<file path="src/rtl/wb_cpu_master.sv">
`timescale 1ns/1ps
`default_nettype none
// ============================================================================
// Module   : wb_cpu_master
// Brief    : Wishbone classic single-transfer master for the CPU data port,
//            with a bus timeout that returns an error word.
// Revision : 1.0 - initial release
// ============================================================================
module wb_cpu_master #(
    parameter int          TIMEOUT_CYCLES = 16,
    parameter logic [31:0] ERR_DATA       = 32'hDEADBEEF
) (
    input  logic        clk_i,
    input  logic        rst_i,
    input  logic        req_i,
    input  logic        we_i,
    input  logic [31:0] addr_i,
    input  logic [31:0] wdata_i,
    input  logic [3:0]  be_i,
    output logic [31:0] rdata_o,
    output logic        stall_o,
    output logic        done_o,
    output logic        err_o,
    output logic [31:0] wb_adr_o,
    output logic [31:0] wb_dat_o,
    input  logic [31:0] wb_dat_i,
    output logic        wb_we_o,
    output logic [3:0]  wb_sel_o,
    output logic        wb_cyc_o,
    output logic        wb_stb_o,
    input  logic        wb_ack_i
);

    localparam int CW = $clog2(TIMEOUT_CYCLES);

    typedef enum logic [1:0] {
        S_IDLE = 2'd0,
        S_BUS  = 2'd1,
        S_DONE = 2'd2
    } state_t;

    state_t        r_state;
    state_t        w_next;
    logic [CW-1:0] r_cnt;
    logic [31:0]   r_rdata;
    logic [31:0]   r_adr;
    logic [31:0]   r_dat;
    logic [3:0]    r_sel;
    logic          r_we;
    logic          r_cyc;
    logic          r_done;
    logic          r_err;
    logic          w_accept;
    logic          w_ack_hit;
    logic          w_timeout;

    assign w_accept  = (r_state == S_IDLE) && req_i;
    assign w_ack_hit = (r_state == S_BUS) && wb_ack_i;
    // Ack wins over a timeout landing on the same edge.
    assign w_timeout = (r_state == S_BUS) && !wb_ack_i && (r_cnt == CW'(TIMEOUT_CYCLES - 1));

    always_comb begin
        w_next = r_state;
        case (r_state)
            S_IDLE:  if (w_accept) w_next = S_BUS;
            S_BUS:   if (w_ack_hit || w_timeout) w_next = S_DONE;
            S_DONE:  w_next = S_IDLE;
            default: w_next = S_IDLE;
        endcase
    end

    always_ff @(posedge clk_i or posedge rst_i) begin
        if (rst_i) begin
            r_state <= S_IDLE;
        end else begin
            r_state <= w_next;
        end
    end

    always_ff @(posedge clk_i or posedge rst_i) begin
        if (rst_i) begin
            r_cnt   <= '0;
            r_rdata <= '0;
            r_adr   <= '0;
            r_dat   <= '0;
            r_sel   <= '0;
            r_we    <= 1'b0;
            r_cyc   <= 1'b0;
            r_done  <= 1'b0;
            r_err   <= 1'b0;
        end else begin
            r_done <= 1'b0;
            r_err  <= 1'b0;
            if (w_accept) begin
                r_adr <= addr_i;
                r_dat <= wdata_i;
                r_sel <= be_i;
                r_we  <= we_i;
                r_cyc <= 1'b1;
                r_cnt <= '0;
            end else if (w_ack_hit) begin
                r_cyc  <= 1'b0;
                r_done <= 1'b1;
                if (!r_we) begin
                    r_rdata <= wb_dat_i;
                end
            end else if (w_timeout) begin
                r_cyc   <= 1'b0;
                r_rdata <= ERR_DATA;
                r_err   <= 1'b1;
                r_done  <= 1'b1;
            end else if (r_state == S_BUS) begin
                r_cnt <= r_cnt + CW'(1);
            end
        end
    end

    // Reset term keeps the core released while the bus is being torn down.
    assign stall_o  = req_i && (r_state != S_DONE) && !rst_i;
    assign rdata_o  = r_rdata;
    assign done_o   = r_done;
    assign err_o    = r_err;
    assign wb_adr_o = r_adr;
    assign wb_dat_o = r_dat;
    assign wb_we_o  = r_we;
    assign wb_sel_o = r_sel;
    assign wb_cyc_o = r_cyc;
    assign wb_stb_o = r_cyc;

endmodule
`default_nettype wire

</file>
<file path="config.mk">
export PLATFORM = sky130hd
export DESIGN_NAME = wb_cpu_master
export DESIGN_NICKNAME = d
export VERILOG_FILES = /design/src/rtl/wb_cpu_master.sv
export SDC_FILE = /design/constraint.sdc
export NUM_CORES = 1
export LEC_CHECK = 0
export BUFFER_PORTS_ARGS = -buffer_cell sky130_fd_sc_hd__buf_2
export CAP_MARGIN = 30
export CELL_PAD_IN_SITES_DETAIL_PLACEMENT = 1
export CELL_PAD_IN_SITES_GLOBAL_PLACEMENT = 1
export CORE_MARGIN = 2
export CORE_UTILIZATION = 36
export CTS_BUF_LIST = sky130_fd_sc_hd__clkbuf_8
export CTS_CLUSTER_DIAMETER = 50
export DETAILED_ROUTE_END_ITERATION = 16
export PLACE_DENSITY_LB_ADDON = 0.2
export SKIP_CTS_REPAIR_TIMING = 1
export SLEW_MARGIN = 10
export SYNTH_ARGS = -nofsm -noshare
export SYNTH_HDL_FRONTEND = slang
export SYNTH_SLANG_ARGS = --single-unit
</file>
<file path="constraint.sdc">
create_clock -name clk_i -period 4.4 [get_ports clk_i]
set_clock_uncertainty 0.1 [all_clocks]
set_input_delay 0.22 -clock clk_i [delete_from_list [all_inputs] [get_ports clk_i]]
set_output_delay 0.22 -clock clk_i [all_outputs]
set_load 0.02 [all_outputs]
</file>
==> flow_metrics.env <==
export IMPL_fmax_mhz=442
export IMPL_reg2regPathDepth=5
export IMPL_insertion_delay_ps=370
export IMPL_internal_power_mw=2.43
export IMPL_final_hold_viol_count=6
export IMPL_num_vias=3595
export IMPL_synth_area_per_cell_um2=13.2
export IMPL_combPwrFrac=0.435
export IMPL_status="finished with violations"
export IMPL_min_period_ps=2260
export IMPL_slew_headroom=0.364
export IMPL_leakage_nw=3.12
export IMPL_arrival_ps=2440
export IMPL_yosys_top_cells_count="dfrtp_1, mux2_2, nor2_1"
export IMPL_power_per_cell_area_nw_per_um2=628
export IMPL_stdcell_area_um2=6490
export IMPL_grt_pass1_wl_um=17000
export IMPL_ant_nets=0
export IMPL_yosysTopAreaCell="dfrtp_1"
export IMPL_cts_sinks=110
export IMPL_start_kind="flop"
export IMPL_yosysTopAreaCellShare=0.637
export IMPL_min_path_cells=3
export IMPL_n_antenna_cell=0
export IMPL_antenna_found_initial=0
export IMPL_synthFlopType="dfrtp_1"
export IMPL_cp_max_fo=25
export IMPL_clockPowerShare=0.151
export IMPL_power_switching_mw=1.64
export IMPL_synthArstFlopShare=1.00
export IMPL_drt_first_pass_iters=4
export IMPL_synth_area_leaders="dfrtp_1, mux2_2, nor2_1"
export IMPL_h_tree_depth=3
export IMPL_cts_root_buffer="clkbuf_8"
export IMPL_die_x_um=114
export IMPL_totalWireLength_um=12600
export IMPL_ir_drop_mv=0.273
export IMPL_globalplace_congestion=0.729
export IMPL_place_ws_ps=2120
export IMPL_dpl_hpwl_um=7670
export IMPL_areaGrowthSynthToFinish_pct=50.1
export IMPL_fp_row_count=40
export IMPL_grt_pass1_vias=3295
export IMPL_fin_util=0.547
export IMPL_finalSetupViolCount=0
export IMPL_required_ps=4580
export IMPL_whs_ps=-7.63
export IMPL_synth_cell_types=29
export IMPL_path_clk_slew_ps=110
export IMPL_grt_remaining_overflow=0
export IMPL_swShare=0.403
export IMPL_drv_slew=0
export IMPL_start_util=0.365
export IMPL_cts_tree="built"
export IMPL_seq_area_frac_synth=0.637
export IMPL_maxCapViolCount=0
export IMPL_ioPinCount=211
export IMPL_fin_crit_sh=0.514
export IMPL_placed_area_um2=5450
export IMPL_yosys_warnings=0
export IMPL_timing_setup_tns_ps=0
export IMPL_drt_iter0_drc=117
export IMPL_via_per_inst=4.67
export IMPL_drc_errors=0
export IMPL_yosys_register_bits=110
export IMPL_wl_per_cell_um=16.4
export IMPL_synthesis_area_um2=4320
export IMPL_numCtsBuffers=9
export IMPL_worstSetupPathType="reg -> reg"
export IMPL_synth_edf_count=0
export IMPL_syn_inst=327
export IMPL_grt_max_degree=71
export IMPL_core_um2=11900
export IMPL_die_area_um2=12900
export IMPL_die_h_um=114
export IMPL_hold_path_class="in -> reg"
export IMPL_rsz0062_at_grt="false"
export IMPL_layout_drive_gt1_share=0.484
export IMPL_clockBufferDepth=2
export IMPL_pwr_share_seq=0.414
export IMPL_yosysMostFrequentCell="dfrtp_1"
export IMPL_violations="hold timing"
export IMPL_port_buffers=210
export IMPL_synth_nets=433
export IMPL_fin_ws_ps=2140
export IMPL_grtUsageTotal=0.166
export IMPL_worst_pin_slew_ps=951
export IMPL_cp_end_kind="flop"
export IMPL_nNetsFinal=723
==> routing by layer <==
metal  global-route usage  up-vias  part of all wire
met5                    0        -                 0
met1                0.218     1759              0.40
li1                     -     1687                 -
met3               0.0430       15             0.071
met2                0.261      134              0.51
met4               0.0715        0             0.016
==> critical path, stage by stage (launching register included) <==
cell and delay, ps:
dfrtp_1 420, ha_1 240, and3_1 220, nand2_1 720, inv_2 210, o21ai_0 270
==> worst paths after layout <==
check	from	to	slack, ps
setup reg to reg	r_cnt[0]	rdata_o[24]	2140
max in group asynchronous	rst_i	wb_dat_o[22]	2580
min in group asynchronous	rst_i	wb_dat_o[24]	430
hold reg to reg	wb_dat_o[0]	wb_dat_o[0]	390
hold / removal	wb_dat_i[15]	rdata_o[15]	-8
setup / recovery	r_cnt[0]	rdata_o[24]	2140
==> area by class of cell <==
type	instances	area, µm²
clock buffers	9	124
repair buffers	298	1920
well taps	147	184
flip-flops and latches	110	2750
inverters	5	21.3
multi-input cells	193	1410
fillers	1286	5370
clock inverters	7	75.1
==> per-stage QoR <==
step / std cells / hold slack (ps) / power, mW
after global routing: 769 / 7.95 / 4.34
after global placement: 669 / 270 / 3.35
after CTS: 685 / -149 / 4.03
final: 769 / -7.63 / 4.07
after detailed placement: 669 / 269 / 3.41
after floorplan: 327 / 237 / 2.80
==> cell usage in the layout, fill, tap and decap left out, drive strengths merged, types with 4 or more instances in the layout <==
cell type and instances:
nand2 20, nand3 4, o21ai 9, inv 5, a21oi 24, dfrtp 110, buf 214, clkbuf 9
nor2 50, mux2 69, dlygate4sd3 84
==> logic make-up (layout without fill, tap and decap cells) <==
| logic type | Yosys count | in the layout | share of synthesized area |
|---|---|---|---|
| flops | 110 | 110 | 0.637 |
| compound gates | 39 | 39 | 0.0515 |
| fa+ha+maj | 1 | 1 | 0.00289 |
| mux | 70 | 70 | 0.182 |
| buf+inv | 24 | 319 | 0.0405 |
| simple gates | 83 | 83 | 0.0865 |
==> power groups by stage <==
stage | combinational (mW) | sequential (mW) | clock, mW
6_report | 1.77 | 1.69 | 0.615
3_5_place_dp | 1.72 | 1.70 | 0
3_3_place_gp | 1.68 | 1.67 | 0
5_1_grt | 1.90 | 1.75 | 0.678
4_1_cts | 1.72 | 1.68 | 0.637
2_1_floorplan | 0.589 | 2.21 | 0
==> state kept, by name, summed over array words and instances, names as in the netlist <==
name	flops
err_o	1
wb_cyc_o	1
wb_sel_o	4
wb_dat_o	32
done_o	1
wb_adr_o	32
rdata_o	32
r_cnt	4
r_state	2
wb_we_o	1
Note: power is estimated with default switching activity, not from simulation.
